**src/rtl/autoscale_block_nch_pkg.sv**
```systemverilog
// autoscale_block_nch_pkg: shift width helper, read-side FSM states and the shift clamp
package autoscale_block_nch_pkg;
  typedef enum logic [1:0] {IDLE, CALC, READ} state_t;
  function automatic int shift_w(input int din_width);
    return $clog2(din_width);
  endfunction
  function automatic int clamp_shift(input int p, input logic zero, input int tgt, input int min_s, input int max_s);
    return zero ? max_s : (p > tgt) ? 0 : (tgt - p > max_s) ? max_s : (tgt - p < min_s) ? 0 : tgt - p;
  endfunction
endpackage

```
**src/rtl/autoscale_block_nch_if.sv**
```systemverilog
// autoscale_block_nch_if: sample stream in, normalised stream plus applied shift out
interface autoscale_block_nch_if
  import autoscale_block_nch_pkg::*;
#(
  parameter int DIN_WIDTH = 16,
  parameter int NUM_CH = 2,
  parameter int SHIFT_W = shift_w(DIN_WIDTH)
) ();
  logic [NUM_CH*DIN_WIDTH-1:0] din;
  logic [NUM_CH*DIN_WIDTH-1:0] dout;
  logic din_valid;
  logic dout_valid;
  logic dout_last;
  logic [SHIFT_W-1:0] shift_value;
  modport master(output din, din_valid, input dout, dout_valid, dout_last, shift_value);
  modport slave(input din, din_valid, output dout, dout_valid, dout_last, shift_value);
endinterface

```
**src/rtl/autoscale_block_nch_leading_one_detect.sv**
```systemverilog
// leading_one_detect: registered index of the highest set bit plus an all-zero flag
module leading_one_detect #(
  parameter int DIN_WIDTH = 16,
  parameter int SHIFT_W = 4
) (
  input  logic                 clk,
  input  logic                 rst_n,
  input  logic [DIN_WIDTH-1:0] din,
  output logic [SHIFT_W-1:0]   idx,
  output logic                 zero
);
  logic [SHIFT_W-1:0] idx_c;
  // priority scan: the highest set bit wins
  always_comb begin
    idx_c = '0;
    for (int i = 0; i < DIN_WIDTH; i++)
      if (din[i]) idx_c = SHIFT_W'(i);
  end
  // register the index so it is stable one cycle after the peak is latched
  always_ff @(posedge clk or negedge rst_n)
    if (!rst_n) begin
      idx <= '0;
      zero <= 1'b1;
    end else begin
      idx <= idx_c;
      zero <= din == '0;
    end
endmodule

```
**src/rtl/autoscale_block_nch.sv**
```systemverilog
// autoscale_block_nch: block-floating-point normaliser; AUTOSCALE_SIGNED_EN selects two's complement lanes
module autoscale_block_nch
  import autoscale_block_nch_pkg::*;
#(
  parameter int DIN_WIDTH = 16,
  parameter int NUM_CH = 2,
  parameter int BLOCK_LEN = 4,
  parameter int MAX_SHIFT = 10,
  parameter int MIN_SHIFT = 2,
  parameter int HEADROOM = 1
) (
  input logic clk,
  input logic rst_n,
  autoscale_block_nch_if.slave s
);
  localparam int SHIFT_W = shift_w(DIN_WIDTH);
  localparam int CNT_W = $clog2(BLOCK_LEN + 1);
  localparam int ADDR_W = $clog2(2 * BLOCK_LEN);
  localparam int DW = NUM_CH * DIN_WIDTH;
`ifdef AUTOSCALE_SIGNED_EN
  localparam int TGT = DIN_WIDTH - 2 - HEADROOM;
`else
  localparam int TGT = DIN_WIDTH - 1 - HEADROOM;
`endif
  logic [DW-1:0] mem [2*BLOCK_LEN];
  logic [DW-1:0] rd_data;
  logic [DIN_WIDTH-1:0] mag, acc, peak;
  logic [CNT_W-1:0] wr_cnt, rd_cnt;
  logic [ADDR_W-1:0] wr_addr, rd_addr;
  logic [SHIFT_W-1:0] lod_idx, shift_reg, sh1;
  logic bank_sel, b1, b2, rd_bank, w1, w2, v1, l1, wrap, rd_end, lod_zero;
  state_t state, state_nx;
  assign wrap = s.din_valid && wr_cnt == CNT_W'(BLOCK_LEN - 1);
  assign rd_end = state == READ && rd_cnt == CNT_W'(BLOCK_LEN - 1);
  assign wr_addr = bank_sel ? ADDR_W'(BLOCK_LEN) + ADDR_W'(wr_cnt) : ADDR_W'(wr_cnt);
  assign rd_addr = rd_bank ? ADDR_W'(BLOCK_LEN) + ADDR_W'(rd_cnt) : ADDR_W'(rd_cnt);
  // OR of the lane magnitudes of the incoming sample
  always_comb begin
    mag = '0;
    for (int k = 0; k < NUM_CH; k++)
`ifdef AUTOSCALE_SIGNED_EN
      mag = mag | (s.din[k*DIN_WIDTH +: DIN_WIDTH] ^ {DIN_WIDTH{s.din[k*DIN_WIDTH + DIN_WIDTH - 1]}});
`else
      mag = mag | s.din[k*DIN_WIDTH +: DIN_WIDTH];
`endif
  end
  // write side: sample counter, bank toggle, peak accumulation and the two-stage block-done pipe
  always_ff @(posedge clk or negedge rst_n)
    if (!rst_n) begin
      wr_cnt <= '0;
      bank_sel <= 1'b0;
      acc <= '0;
      peak <= '0;
      w1 <= 1'b0;
      w2 <= 1'b0;
      b1 <= 1'b0;
      b2 <= 1'b0;
    end else begin
      w1 <= wrap;
      w2 <= w1;
      b1 <= bank_sel;
      b2 <= b1;
      if (s.din_valid) begin
        wr_cnt <= wrap ? '0 : wr_cnt + 1'b1;
        bank_sel <= bank_sel ^ wrap;
        acc <= wrap ? '0 : acc | mag;
        if (wrap) peak <= acc | mag;
      end
    end
  // ping-pong store, read-first so a reused bank returns the old sample
  always_ff @(posedge clk) begin
    if (s.din_valid) mem[wr_addr] <= s.din;
    rd_data <= mem[rd_addr];
  end
  leading_one_detect #(.DIN_WIDTH(DIN_WIDTH), .SHIFT_W(SHIFT_W)) u_lod (
    .clk(clk), .rst_n(rst_n), .din(peak), .idx(lod_idx), .zero(lod_zero)
  );
  // read-side state register
  always_ff @(posedge clk or negedge rst_n)
    if (!rst_n) state <= IDLE;
    else state <= state_nx;
  // a computed shift always starts a readout; a pending block parks in CALC
  always_comb
    state_nx = w2 ? READ : (state == READ && !rd_end) ? READ : (wrap || w1) ? CALC : IDLE;
  // read address sequencing and the shift that travels with each read
  always_ff @(posedge clk or negedge rst_n)
    if (!rst_n) begin
      rd_cnt <= '0;
      rd_bank <= 1'b0;
      shift_reg <= '0;
      v1 <= 1'b0;
      l1 <= 1'b0;
      sh1 <= '0;
    end else begin
      v1 <= state == READ;
      l1 <= rd_end;
      sh1 <= shift_reg;
      if (w2) begin
        rd_cnt <= '0;
        rd_bank <= b2;
        shift_reg <= SHIFT_W'(clamp_shift(int'(lod_idx), lod_zero, TGT, MIN_SHIFT, MAX_SHIFT));
      end else if (state == READ) rd_cnt <= rd_cnt + 1'b1;
    end
  // output stage: per-lane logical shift, shift value held alongside the data
  always_ff @(posedge clk or negedge rst_n)
    if (!rst_n) begin
      s.dout <= '0;
      s.dout_valid <= 1'b0;
      s.dout_last <= 1'b0;
      s.shift_value <= '0;
    end else begin
      s.dout_valid <= v1;
      s.dout_last <= v1 && l1;
      if (v1) begin
        s.shift_value <= sh1;
        for (int k = 0; k < NUM_CH; k++)
          s.dout[k*DIN_WIDTH +: DIN_WIDTH] <= rd_data[k*DIN_WIDTH +: DIN_WIDTH] << sh1;
      end
    end
endmodule

```
**src/flat_wrapper.sv**
```systemverilog
// flat-port wrapper written by rule: the top's interface ports become plain ports
module autoscale_block_nch_flat import autoscale_block_nch_pkg::*;
#(
  parameter int DIN_WIDTH = 16,
  parameter int NUM_CH = 2,
  parameter int BLOCK_LEN = 4,
  parameter int MAX_SHIFT = 10,
  parameter int MIN_SHIFT = 2,
  parameter int HEADROOM = 1
)
  (clk, rst_n, s_din, s_din_valid, s_dout, s_dout_valid, s_dout_last, s_shift_value);
  autoscale_block_nch_if #(.DIN_WIDTH(DIN_WIDTH), .NUM_CH(NUM_CH)) s_i ();
  input logic clk;
  input logic rst_n;
  input wire logic [$bits(s_i.din)-1:0] s_din;
  input wire logic [$bits(s_i.din_valid)-1:0] s_din_valid;
  output wire logic [$bits(s_i.dout)-1:0] s_dout;
  output wire logic [$bits(s_i.dout_valid)-1:0] s_dout_valid;
  output wire logic [$bits(s_i.dout_last)-1:0] s_dout_last;
  output wire logic [$bits(s_i.shift_value)-1:0] s_shift_value;
  assign s_i.din = s_din;
  assign s_i.din_valid = s_din_valid;
  assign s_dout = s_i.dout;
  assign s_dout_valid = s_i.dout_valid;
  assign s_dout_last = s_i.dout_last;
  assign s_shift_value = s_i.shift_value;
  autoscale_block_nch #(.DIN_WIDTH(DIN_WIDTH), .NUM_CH(NUM_CH), .BLOCK_LEN(BLOCK_LEN), .MAX_SHIFT(MAX_SHIFT), .MIN_SHIFT(MIN_SHIFT), .HEADROOM(HEADROOM)) u_core (.clk(clk), .rst_n(rst_n), .s(s_i));
endmodule
```
**config.mk**
```make
export PLATFORM = sky130hd
export DESIGN_NAME = autoscale_block_nch_flat
export DESIGN_NICKNAME = d
export VERILOG_FILES = /design/src/rtl/autoscale_block_nch_pkg.sv /design/src/rtl/autoscale_block_nch_if.sv /design/src/rtl/autoscale_block_nch_leading_one_detect.sv /design/src/rtl/autoscale_block_nch.sv /design/src/flat_wrapper.sv
export SDC_FILE = /design/constraint.sdc
export NUM_CORES = 1
export LEC_CHECK = 0
export BUFFER_PORTS_ARGS = -buffer_cell sky130_fd_sc_hd__buf_2
export CORE_MARGIN = 2
export CORE_UTILIZATION = 65
export CTS_CLUSTER_SIZE = 24
export DETAILED_ROUTE_END_ITERATION = 8
export GPL_ROUTABILITY_DRIVEN = 0
export PLACE_DENSITY = 0.89
export SETUP_SLACK_MARGIN = 0.05
export SYNTH_ARGS = -nofsm -noshare
export SYNTH_HDL_FRONTEND = slang
export SYNTH_SLANG_ARGS = --single-unit
```
**constraint.sdc**
```tcl
create_clock -name clk -period 9.14 [get_ports clk]
set_clock_uncertainty 0.15 [all_clocks]
set_input_delay 0.457 -clock clk [delete_from_list [all_inputs] [get_ports clk]]
set_output_delay 0.457 -clock clk [all_outputs]
set_load 0.02 [all_outputs]
```
==> flow_metrics.env, run 1 <==
export IMPL_pwr_share_seq=0.443
export IMPL_timing_critical_path_fanout_max=34
export IMPL_ff_to_ff_path_depth=5
export IMPL_wire_per_inst_um=26.2
export IMPL_preCtsSetupSlack_ns=5.90
export IMPL_synth_enable_flop_cells=256
export IMPL_grt_first_pass_wirelength_mm=53.4
export IMPL_fp_coreArea_um2=23300
export IMPL_crit_end="u_core.acc[2]"
export IMPL_via_count_of_the_first_global_routing_pass=8812
export IMPL_largest_register_ff_count=256
export IMPL_syn_nets=947
export IMPL_finalPower_mw=5.98
export IMPL_clock_latency_of_the_later_clocked_register_in_the_worst_skew_pair_ns=0.54
export IMPL_area_used_by_multi_input_combinational_logic_um2=4290
export IMPL_detailroute_wirelength_met2_mm=17.1
export IMPL_clock_power_share=0.254
export IMPL_grt_setup_unrepaired="no"
export IMPL_hold_viol=0
export IMPL_top_register="u_core.mem"
export IMPL_std_cell_rows=56
export IMPL_clock_sinks=387
export IMPL_cts_tree="built"
export IMPL_ioPinCount=73
export IMPL_whs_ns=0.0930
export IMPL_final_instance_count_excl_fill=1333
export IMPL_top_layer_reached_by_signal_wires="met4"
export IMPL_critPathMaxStageDelay_ns=0.93
export IMPL_worstSetupEndpointType="register"
export IMPL_netlist_instances=908
export IMPL_synth_warnings=0
export IMPL_crit_reg2reg_launch="u_core.wr_cnt[1]"
export IMPL_post_cts_buffers=0
export IMPL_final_max_tran_viols=0
export IMPL_p_comb_frac=0.303
export IMPL_numPortBuffers=72
export IMPL_clock_tree_buffer_depth=3
export IMPL_worstMarginPinSlew_ns=1.33
export IMPL_cell_internal_pwr_mw=4.01
export IMPL_slew_headroom=0.111
export IMPL_worstPathCellList="ha_1, nor2b_1, nand2_1, clkinv_1, a21oi_1"
export IMPL_die_height_um=158
export IMPL_share_of_cells_above_drive_strength_1=0.274
export IMPL_critical_path_top_delay_family="simple AND/OR/NAND/NOR gates"
export IMPL_finalSetupViolCount=0
export IMPL_grt_max_degree=67
export IMPL_cts_root_buffer_cell="clkbuf_16"
export IMPL_pwr_density_cell_nw_per_um2=346
export IMPL_placedInstanceArea_um2=16100
export IMPL_layout_setup_ws_ns=5.62
export IMPL_floorplan_die_area_um2=24900
export IMPL_hpwlAfterDp_mm=20.5
export IMPL_start_util=0.660
export IMPL_crit_start="u_core.wr_cnt[1]"
export IMPL_post_synthesis_sequential_area_ratio=0.702
export IMPL_cp_slowest_cell="clkinv_1"
export IMPL_postRouteWirelength_mm=34.9
export IMPL_syn_to_final_growth_pct=12.4
export IMPL_p_sw_mw=1.97
export IMPL_fp_dieW_um=158
export IMPL_post_route_cell_area_um2=17300
export IMPL_drt_pre_antenna_iters=5
export IMPL_cp_arrival_ns=3.78
export IMPL_synth_seq_cells=387
export IMPL_number_of_antenna_violations_at_the_first_check_in_global_routing=0
export IMPL_rr_endpoint="u_core.acc[2]"
export IMPL_wl_met3_mm=3.34
export IMPL_placedCellCount=1263
export IMPL_cp_data_required_time_ns=9.40
export IMPL_synth_async_sr_flop_share=0.256
export IMPL_drt_antenna_violating_nets=0
export IMPL_registers_with_the_most_flip_flops="u_core.mem (256), u_core.rd_data (32), u_core.s.dout (32)"
export IMPL_totalNegativeSetupSlack_ns=0
export IMPL_dr_total_vias=8821
export IMPL_cellLeakagePower_nw=6.31
export IMPL_finish_net_count=1024
export IMPL_maxCapViolations=0
export IMPL_syn_avg_cell_area_um2=17.0
export IMPL_worst_r2r_setup_slack_ns=5.62
export IMPL_cts_buffers=38
export IMPL_critical_path_buf_inv_count=1
export IMPL_synth_top_cell_by_area="edfxtp_1"
export IMPL_switching_share=0.330
export IMPL_drtIter0Drc=1304
export IMPL_grt_use_total=0.293
export IMPL_total_overflow_reported_by_the_global_router=0
export IMPL_num_fill_cells=1267
export IMPL_synth_top_cells_by_area="edfxtp_1, dfrtp_1, mux4_2"
export IMPL_post_drt_via_cell_ratio=6.62
export IMPL_syn_std_cell_area_um2=15400
export IMPL_fin_util=0.742
export IMPL_path_clk_slew_ns=0.06
export IMPL_maxClockFrequency_mhz=284
export IMPL_min_delay_path_class="in -> reg"
export IMPL_diodes=0
export IMPL_cts_resized_gates=0
export IMPL_timing_final_crit_share=0.385
export IMPL_yosys_most_used_dff="edfxtp_1"
export IMPL_run_status="complete, no violations"
export IMPL_storage_element_area_um2=10800
export IMPL_htree_levels=2
export IMPL_timing_critical_path_from_type="register"
export IMPL_cp_depth=5
export IMPL_area_share_of_the_largest_cell_type_after_synthesis=0.499
export IMPL_met1Wirelength_mm=13.4
export IMPL_critical_path_class="reg -> reg"
export IMPL_finalCriticalPeriod_ns=3.52
export IMPL_remaining_drc_errors=0
export IMPL_vdd_drop_max_uv=224
export IMPL_unique_masters_post_synth=53
[worst min-delay path by stage]
stage,depth (start not counted),start,slack [ns],endpoint
2_1_floorplan,0,rst_n,0.01,u_core.acc[0]
3_3_place_gp,0,u_core.b1,0.19,u_core.b2
3_5_place_dp,0,u_core.shift_reg[2],0.22,u_core.sh1[2]
4_1_cts,1,s_din[2],0.08,u_core.mem[0][2]
5_1_grt,1,s_din[2],0.1,u_core.mem[1][2]
6_report,1,s_din[2],0.09,u_core.mem[0][2]
[routing by layer]
metal | GRT usage | vias up
met5 | 0 | -
li1 | - | 3674
met3 | 0.0493 | 104
met4 | 0.0896 | 0
met2 | 0.478 | 589
met1 | 0.413 | 4454
[cell type report]
cell class | instances | area share
multi-input cells | 439 | 0.248
well taps | 319 | 0.0231
inverters | 33 | 0.00716
flip-flops and latches | 387 | 0.625
clock buffers | 52 | 0.0609
repair buffers | 86 | 0.0272
clock inverters | 17 | 0.00911
[cell usage after synthesis, types with 4 or more instances]
cell	number
nor2_1	40
a21oi_1	37
nand3_1	13
o21ai_0	47
inv_1	31
edfxtp_1	256
mux4_2	83
nor4_1	6
mux2i_1	31
xnor2_1	4
clkbuf_1	23
dfxtp_1	32
o221ai_1	4
buf_2	15
mux2_2	40
nor3_1	21
nand2_1	37
nand2b_1	8
o2bb2ai_1	13
ha_1	4
buf_1	5
nor2b_1	8
nand3b_1	4
a211oi_1	4
dfrtp_1	98
[cell families after synthesis]
kind of cell / after synthesis / synth area share
DFF: 387 / 0.702
muxes: 155 / 0.172
and+or+nand+nor: 141 / 0.0425
AOI/OAI and AO/OA: 133 / 0.0534
buffers and inverters: 82 / 0.0239
xor gates and xnor gates: 6 / 0.00341
adders and majority gates: 4 / 0.00325
[placed cells by master, fill, tap and decap left out, types with 5 or more instances in the layout]
cell type | Yosys | final
edfxtp_1 | 256 | 256
dfrtp_1 | 98 | 95
mux4_2 | 83 | 83
buf_2 | 15 | 71
o21ai_0 | 47 | 47
mux2_2 | 40 | 40
clkbuf_16 | 0 | 38
nand2_1 | 37 | 37
a21oi_1 | 37 | 37
nor2_1 | 40 | 36
dfxtp_1 | 32 | 32
inv_1 | 31 | 31
mux2i_1 | 31 | 31
nor3_1 | 21 | 17
buf_4 | 2 | 14
nand3_1 | 13 | 13
o2bb2ai_1 | 13 | 13
clkbuf_1 | 23 | 9
nor2b_1 | 8 | 8
nand2b_1 | 8 | 8
clkinv_1 | 1 | 7
nor4_1 | 6 | 6
clkbuf_8 | 0 | 5
clkinv_2 | 0 | 5
[timing repair]
item,CTS,global route
endpoints found under the setup margin,0,0
hold buffers,1,0
endpoints found under the hold margin,39,0
[power by group through the flow]
stage | sequential (mW) | clock, mW | combinational [mW]
2_1_floorplan | 2.55 | 0 | 1.32
3_3_place_gp | 2.63 | 0 | 1.70
3_5_place_dp | 2.66 | 0 | 1.77
4_1_cts | 2.64 | 1.53 | 1.80
5_1_grt | 2.69 | 1.60 | 1.94
6_report | 2.65 | 1.52 | 1.81
Note: power is estimated with default switching activity, not from simulation.
==> inputs of run 2 (changes only) <==
--- a/config.mk
+++ b/config.mk
@@ -7,11 +7,11 @@
 export LEC_CHECK = 0
 export BUFFER_PORTS_ARGS = -buffer_cell sky130_fd_sc_hd__buf_2
 export CORE_MARGIN = 2
-export CORE_UTILIZATION = 65
+export CORE_UTILIZATION = 55
 export CTS_CLUSTER_SIZE = 24
 export DETAILED_ROUTE_END_ITERATION = 8
 export GPL_ROUTABILITY_DRIVEN = 0
-export PLACE_DENSITY = 0.89
+export PLACE_DENSITY = 0.8
 export SETUP_SLACK_MARGIN = 0.05
 export SYNTH_ARGS = -nofsm -noshare
 export SYNTH_HDL_FRONTEND = slang
==> constraint.sdc (replaced) <==
create_clock -name clk -period 3 [get_ports clk]
set_clock_uncertainty 0.15 [all_clocks]
set_input_delay 0.15 -clock clk [delete_from_list [all_inputs] [get_ports clk]]
set_output_delay 0.15 -clock clk [all_outputs]
set_load 0.02 [all_outputs]
==> flow_metrics.env, run 2 (synthesized netlist as in run 1, its figures left out) <==
export IMPL_post_route_cell_area_um2=18100
export IMPL_critical_path_class="reg -> reg"
export IMPL_timing_critical_path_from_type="register"
export IMPL_finalSetupViolCount=0
export IMPL_grt_max_degree=100
export IMPL_dr_total_vias=8884
export IMPL_hold_viol=0
export IMPL_num_fill_cells=1828
export IMPL_grt_use_total=0.247
export IMPL_detailroute_wirelength_met2_mm=17.1
export IMPL_finalCriticalPeriod_ns=2.41
export IMPL_maxCapViolations=0
export IMPL_layout_setup_ws_ns=0.594
export IMPL_clock_sinks=387
export IMPL_drt_antenna_violating_nets=0
export IMPL_top_register="u_core.mem"
export IMPL_die_height_um=171
export IMPL_cp_data_required_time_ns=3.25
export IMPL_registers_with_the_most_flip_flops="u_core.mem (256), u_core.rd_data (32), u_core.s.dout (32)"
export IMPL_timing_critical_path_fanout_max=27
export IMPL_storage_element_area_um2=10800
export IMPL_total_overflow_reported_by_the_global_router=0
export IMPL_drt_pre_antenna_iters=5
export IMPL_maxClockFrequency_mhz=416
export IMPL_area_used_by_multi_input_combinational_logic_um2=4320
export IMPL_std_cell_rows=61
export IMPL_cts_tree="built"
export IMPL_cellLeakagePower_nw=6.61
export IMPL_post_drt_via_cell_ratio=6.16
export IMPL_cts_root_buffer_cell="clkbuf_16"
export IMPL_via_count_of_the_first_global_routing_pass=9142
export IMPL_floorplan_die_area_um2=29400
export IMPL_totalNegativeSetupSlack_ns=0
export IMPL_critical_path_buf_inv_count=0
export IMPL_diodes=0
export IMPL_pwr_density_cell_nw_per_um2=1040
export IMPL_wire_per_inst_um=24.1
export IMPL_top_layer_reached_by_signal_wires="met4"
export IMPL_run_status="complete, no violations"
export IMPL_ioPinCount=73
export IMPL_vdd_drop_max_uv=644
export IMPL_drtIter0Drc=888
export IMPL_worstSetupEndpointType="register"
export IMPL_syn_to_final_growth_pct=17.4
export IMPL_placedInstanceArea_um2=16400
export IMPL_worstPathCellList="nor2b_1, a221oi_1, nor2_1, a211o_1"
export IMPL_cp_arrival_ns=2.66
export IMPL_hpwlAfterDp_mm=21.1
export IMPL_commonest_cells_after_routing_fill_and_taps_aside="edfxtp_1, dfrtp_1, mux4_2"
export IMPL_clock_tree_buffer_depth=3
export IMPL_grt_setup_unrepaired="no"
export IMPL_number_of_antenna_violations_at_the_first_check_in_global_routing=0
export IMPL_share_of_cells_above_drive_strength_1=0.279
export IMPL_clock_latency_of_the_later_clocked_register_in_the_worst_skew_pair_ns=0.53
export IMPL_path_clk_slew_ns=0.06
export IMPL_critical_path_top_delay_family="flip-flops"
export IMPL_worstMarginPinSlew_ns=1.05
export IMPL_final_max_tran_viols=0
export IMPL_critPathMaxStageDelay_ns=1.03
export IMPL_start_util=0.556
export IMPL_layout_cells_most_common="edfxtp_1"
export IMPL_met1Wirelength_mm=13.8
export IMPL_finish_net_count=1073
export IMPL_largest_register_ff_count=256
export IMPL_wl_met3_mm=2.98
export IMPL_cts_resized_gates=0
export IMPL_fin_util=0.652
export IMPL_cp_slowest_cell="dfrtp_1"
export IMPL_remaining_drc_errors=0
export IMPL_cts_buffers=39
export IMPL_min_delay_path_class="in -> async"
export IMPL_finalPower_mw=18.7
export IMPL_slew_headroom=0.301
export IMPL_fp_dieW_um=171
export IMPL_fp_coreArea_um2=27700
export IMPL_preCtsSetupSlack_ns=0.670
export IMPL_htree_levels=2
export IMPL_grt_first_pass_wirelength_mm=53.9
export IMPL_numPortBuffers=72
export IMPL_postRouteWirelength_mm=34.8
export IMPL_timing_final_crit_share=0.802
-- run 2: path summary, 6_finish.rpt --
kind                       slack (ns)           startpoint                 to  cells past startpoint
max                              0.59        u_core.sh1[2]  u_core.s.dout[29]                      4
max in group asynchronous        2.19                rst_n   u_core.rd_cnt[0]                      3
min in group clk                 0.22  u_core.shift_reg[2]      u_core.sh1[2]                      0
min reg2reg                      0.22  u_core.shift_reg[2]      u_core.sh1[2]                      0
max reg2reg                      0.59        u_core.sh1[2]  u_core.s.dout[29]                      4
min                              0.08                rst_n  u_core.s.dout[26]                      3
-- run 2: stage by stage --
| stage | std cells | hold WS, ns |
|---|---|---|
| CTS | 1443 | 0.0998 |
| floorplan | 908 | -0.296 |
| global placement | 1337 | 0.0940 |
| global route | 1443 | 0.125 |
| finish | 1443 | 0.0843 |
| detailed placement | 1337 | 0.0961 |
-- run 2: what timing repair did --
item | 4_1_cts | 5_1_grt
endpoints found under the hold margin | 388 | 0
hold buffers | 34 | 0
setup endpoints to repair | 0 | 0
setup buffers | 0 | 0
-- run 2: power breakdown --
part / switching [mW] / internal (mW)
combinational: 2.90 / 2.76
clock: 2.04 / 2.96
sequential: 1.10 / 6.96
-- run 2: layer usage --
layer,track usage,up-vias
met4,0.0785,0
met5,0,-
met3,0.0389,72
met1,0.337,4541
met2,0.412,473
li1,-,3798
-- run 2: tightest hold or removal path, cell delays in order --
cell,delay [ns]
dlygate4sd3_1,0.53
buf_4,0.12
buf_12,0.41
-- run 2: final cells by class --
class,instances,share of cell area
Clock buffer,46,0.0560
Clock inverter,26,0.0179
Inverter,33,0.00685
Multi-Input combinational cell,439,0.239
Sequential cell,387,0.598
Tap cell,378,0.0262
Timing Repair Buffer,134,0.0561
==> inputs of run 3 (changes only) <==
--- a/config.mk
+++ b/config.mk
@@ -5,6 +5,7 @@
 export SDC_FILE = /design/constraint.sdc
 export NUM_CORES = 1
 export LEC_CHECK = 0
+export ABC_AREA = 1
 export BUFFER_PORTS_ARGS = -buffer_cell sky130_fd_sc_hd__buf_2
 export CORE_MARGIN = 2
 export CORE_UTILIZATION = 55
==> constraint.sdc (replaced) <==
create_clock -name clk -period 2.12 [get_ports clk]
set_clock_uncertainty 0.15 [all_clocks]
set_input_delay 0.106 -clock clk [delete_from_list [all_inputs] [get_ports clk]]
set_output_delay 0.106 -clock clk [all_outputs]
set_load 0.02 [all_outputs]
==> flow_metrics.env, run 3 <==
export IMPL_run_status="complete, no violations"
export IMPL_layout_setup_ws_ns=0.230
export IMPL_numPortBuffers=72
export IMPL_fp_dieW_um=171
export IMPL_worstMarginPinSlew_ns=0.576
export IMPL_dr_total_vias=10900
export IMPL_htree_levels=2
export IMPL_netlist_instances=1366
export IMPL_synth_seq_cells=387
export IMPL_vdd_drop_max_uv=906
export IMPL_clock_sinks=387
export IMPL_drtIter0Drc=1301
export IMPL_grt_max_degree=90
export IMPL_pwr_density_cell_nw_per_um2=1560
export IMPL_cts_root_buffer_cell="clkbuf_16"
export IMPL_registers_with_the_most_flip_flops="u_core.mem (256), u_core.rd_data (32), u_core.s.dout (32)"
export IMPL_synth_compound_gate_area_share=0.111
export IMPL_post_route_cell_area_um2=18100
export IMPL_finalSetupViolCount=0
export IMPL_share_of_cells_above_drive_strength_1=0.136
export IMPL_ioPinCount=73
export IMPL_fp_coreArea_um2=27100
export IMPL_syn_std_cell_area_um2=15300
export IMPL_synthSimpleGateAreaFrac=0.140
export IMPL_yosys_mux_area_fraction=0.00197
export IMPL_grt_first_pass_wirelength_mm=57.0
export IMPL_critPathMaxStageDelay_ns=0.43
export IMPL_post_synthesis_sequential_area_ratio=0.708
export IMPL_maxClockFrequency_mhz=529
export IMPL_std_cell_rows=60
export IMPL_total_overflow_reported_by_the_global_router=0
export IMPL_grt_util_met3=0.0514
export IMPL_timing_critical_path_from_type="register"
export IMPL_synth_xor_area_frac=0.00279
export IMPL_wire_per_inst_um=19.5
export IMPL_clock_latency_of_the_later_clocked_register_in_the_worst_skew_pair_ns=0.53
export IMPL_cp_slowest_cell="dfrtp_4"
export IMPL_clock_tree_buffer_depth=3
export IMPL_largest_register_ff_count=256
export IMPL_die_height_um=171
export IMPL_synth_most_common_cell="nor2_1"
export IMPL_cts_buffers=39
export IMPL_cp_data_required_time_ns=2.43
export IMPL_number_of_antenna_violations_at_the_first_check_in_global_routing=2
export IMPL_cts_tree="built"
export IMPL_num_fill_cells=1892
export IMPL_fin_util=0.669
export IMPL_synth_enable_flop_cells=256
export IMPL_synth_top_cells_by_count="nor2_1, edfxtp_1, nand2_1"
export IMPL_worstSetupEndpointType="register"
export IMPL_timing_critical_path_fanout_max=89
export IMPL_synth_warnings=0
export IMPL_area_share_of_the_largest_cell_type_after_synthesis=0.503
export IMPL_unique_masters_post_synth=39
export IMPL_syn_avg_cell_area_um2=11.2
export IMPL_largest_family_of_logic_cells_by_synthesized_area="simple AND/OR/NAND/NOR gates"
export IMPL_hpwlAfterDp_mm=22.2
export IMPL_floorplan_die_area_um2=29100
export IMPL_grt_util_met1=0.345
export IMPL_finish_net_count=1525
export IMPL_synth_async_sr_flop_share=0.256
export IMPL_grt_setup_unrepaired="no"
export IMPL_yosys_most_used_dff="edfxtp_1"
export IMPL_storage_element_area_um2=10800
export IMPL_cellLeakagePower_nw=6.94
export IMPL_critical_path_class="reg -> reg"
export IMPL_syn_to_final_growth_pct=18.7
export IMPL_area_used_by_multi_input_combinational_logic_um2=4030
export IMPL_worstPathCellList="buf_12, o21ai_0, o22ai_1, nor2_1, a31oi_1, buf_4"
export IMPL_hold_viol=0
export IMPL_grt_use_total=0.256
export IMPL_top_register="u_core.mem"
export IMPL_timing_final_crit_share=0.891
export IMPL_syn_nets=1405
export IMPL_post_drt_via_cell_ratio=5.77
export IMPL_placedInstanceArea_um2=16400
export IMPL_layout_cells_most_common="nor2_1"
export IMPL_maxCapViolations=0
export IMPL_min_delay_path_class="reg -> reg"
export IMPL_slew_headroom=0.615
export IMPL_drt_antenna_violating_nets=0
export IMPL_postRouteWirelength_mm=36.9
export IMPL_gr_max_usage_layer="met2"
export IMPL_totalNegativeSetupSlack_ns=0
export IMPL_remaining_drc_errors=0
export IMPL_commonest_cells_after_routing_fill_and_taps_aside="nor2_1, edfxtp_1, nand2_1"
export IMPL_fraction_of_the_mapped_netlist_area_in_adder_cells=0.00328
export IMPL_cp_arrival_ns=2.20
export IMPL_met2_usage=0.411
export IMPL_drt_pre_antenna_iters=6
export IMPL_via_count_of_the_first_global_routing_pass=10600
export IMPL_whs_ns=0.206
export IMPL_final_max_tran_viols=0
export IMPL_start_util=0.564
export IMPL_path_clk_slew_ns=0.06
export IMPL_preCtsSetupSlack_ns=0.296
export IMPL_synth_top_cells_by_area="edfxtp_1, dfrtp_1, nor2_1"
export IMPL_finalCriticalPeriod_ns=1.89
export IMPL_synth_top_cell_by_area="edfxtp_1"
[run 3: cell count changes in the layout (fill, tap and decap cells not counted), sizes merged, moves of 23 or more]
cell / before / now
nor2: 40 / 270
o21ai: 48 / 208
nand2: 37 / 193
mux4: 83 / 0
mux2: 41 / 0
a31oi: 3 / 35
o22ai: 1 / 32
mux2i: 31 / 3
a21oi: 37 / 11
buf: 100 / 123
[run 3: routing by layer]
layer,part of all wire,wire (um)
met3,0.090,3310
met2,0.47,17500
met5,0,0
met1,0.40,14800
met4,0.035,1280
[run 3: report_power, final]
group	internal, mW	total [mW]	switching, mW
sequential	10.1	11.2	1.10
clock	4.27	7.08	2.81
combinational	3.43	10.0	6.61
[run 3: cells by family (layout without fill, tap and decap cells)]
kind of cell | after synthesis | in the layout
mux | 3 | 3
xor+xnor | 4 | 4
buf+inv | 118 | 269
other cells | 0 | 1
simple gates | 541 | 541
flops | 387 | 387
fa+ha+maj | 4 | 4
compound gates | 309 | 309
[run 3: area by class of cell]
class / instances / area share
clock buffer: 51 / 0.0603
sequential: 387 / 0.596
timing repair buffer: 158 / 0.0729
inverter: 39 / 0.00828
tap: 372 / 0.0257
clock inverter: 21 / 0.0139
multi-input combinational: 861 / 0.223
antenna: 1 / 0.000138
[run 3: timing repair]
item                       in CTS  in global routing
hold buffers                   37                  0
setup endpoints to repair       0                  5
buffers inserted                0                  0
resized for setup               0                  3
hold endpoints to repair      389                  0
[run 3: path summary, 6_finish.rpt]
check                                  from                       to  slack (ns)  cells after the start
max                        u_core.rd_cnt[0]       u_core.rd_data[18]        0.23                      6
min                               u_core.b1                u_core.b2        0.21                      0
max reg2reg                u_core.rd_cnt[0]       u_core.rd_data[18]        0.23                      6
min reg2reg                       u_core.b1                u_core.b2        0.21                      0
max in group asynchronous             rst_n         u_core.rd_cnt[1]        0.86                      4
min in group asynchronous             rst_n  u_core.s.shift_value[2]        0.41                      3
[run 3: worst max-delay path, delay by kind of cell (launching register included)]
family | cells | cell delay [ns]
AO/OA/AOI/OAI | 3 | 0.63
buffers and inverters | 2 | 0.52
flip-flops | 1 | 0.43
AND/OR/NAND/NOR | 1 | 0.06
[run 3: per-stage QoR]
step	power [mW]	cells
after floorplan	17.5	1366
after global placement	20.7	1781
after detailed placement	21.1	1781
after CTS	28.3	1890
after global routing	30.0	1890
final	28.4	1890
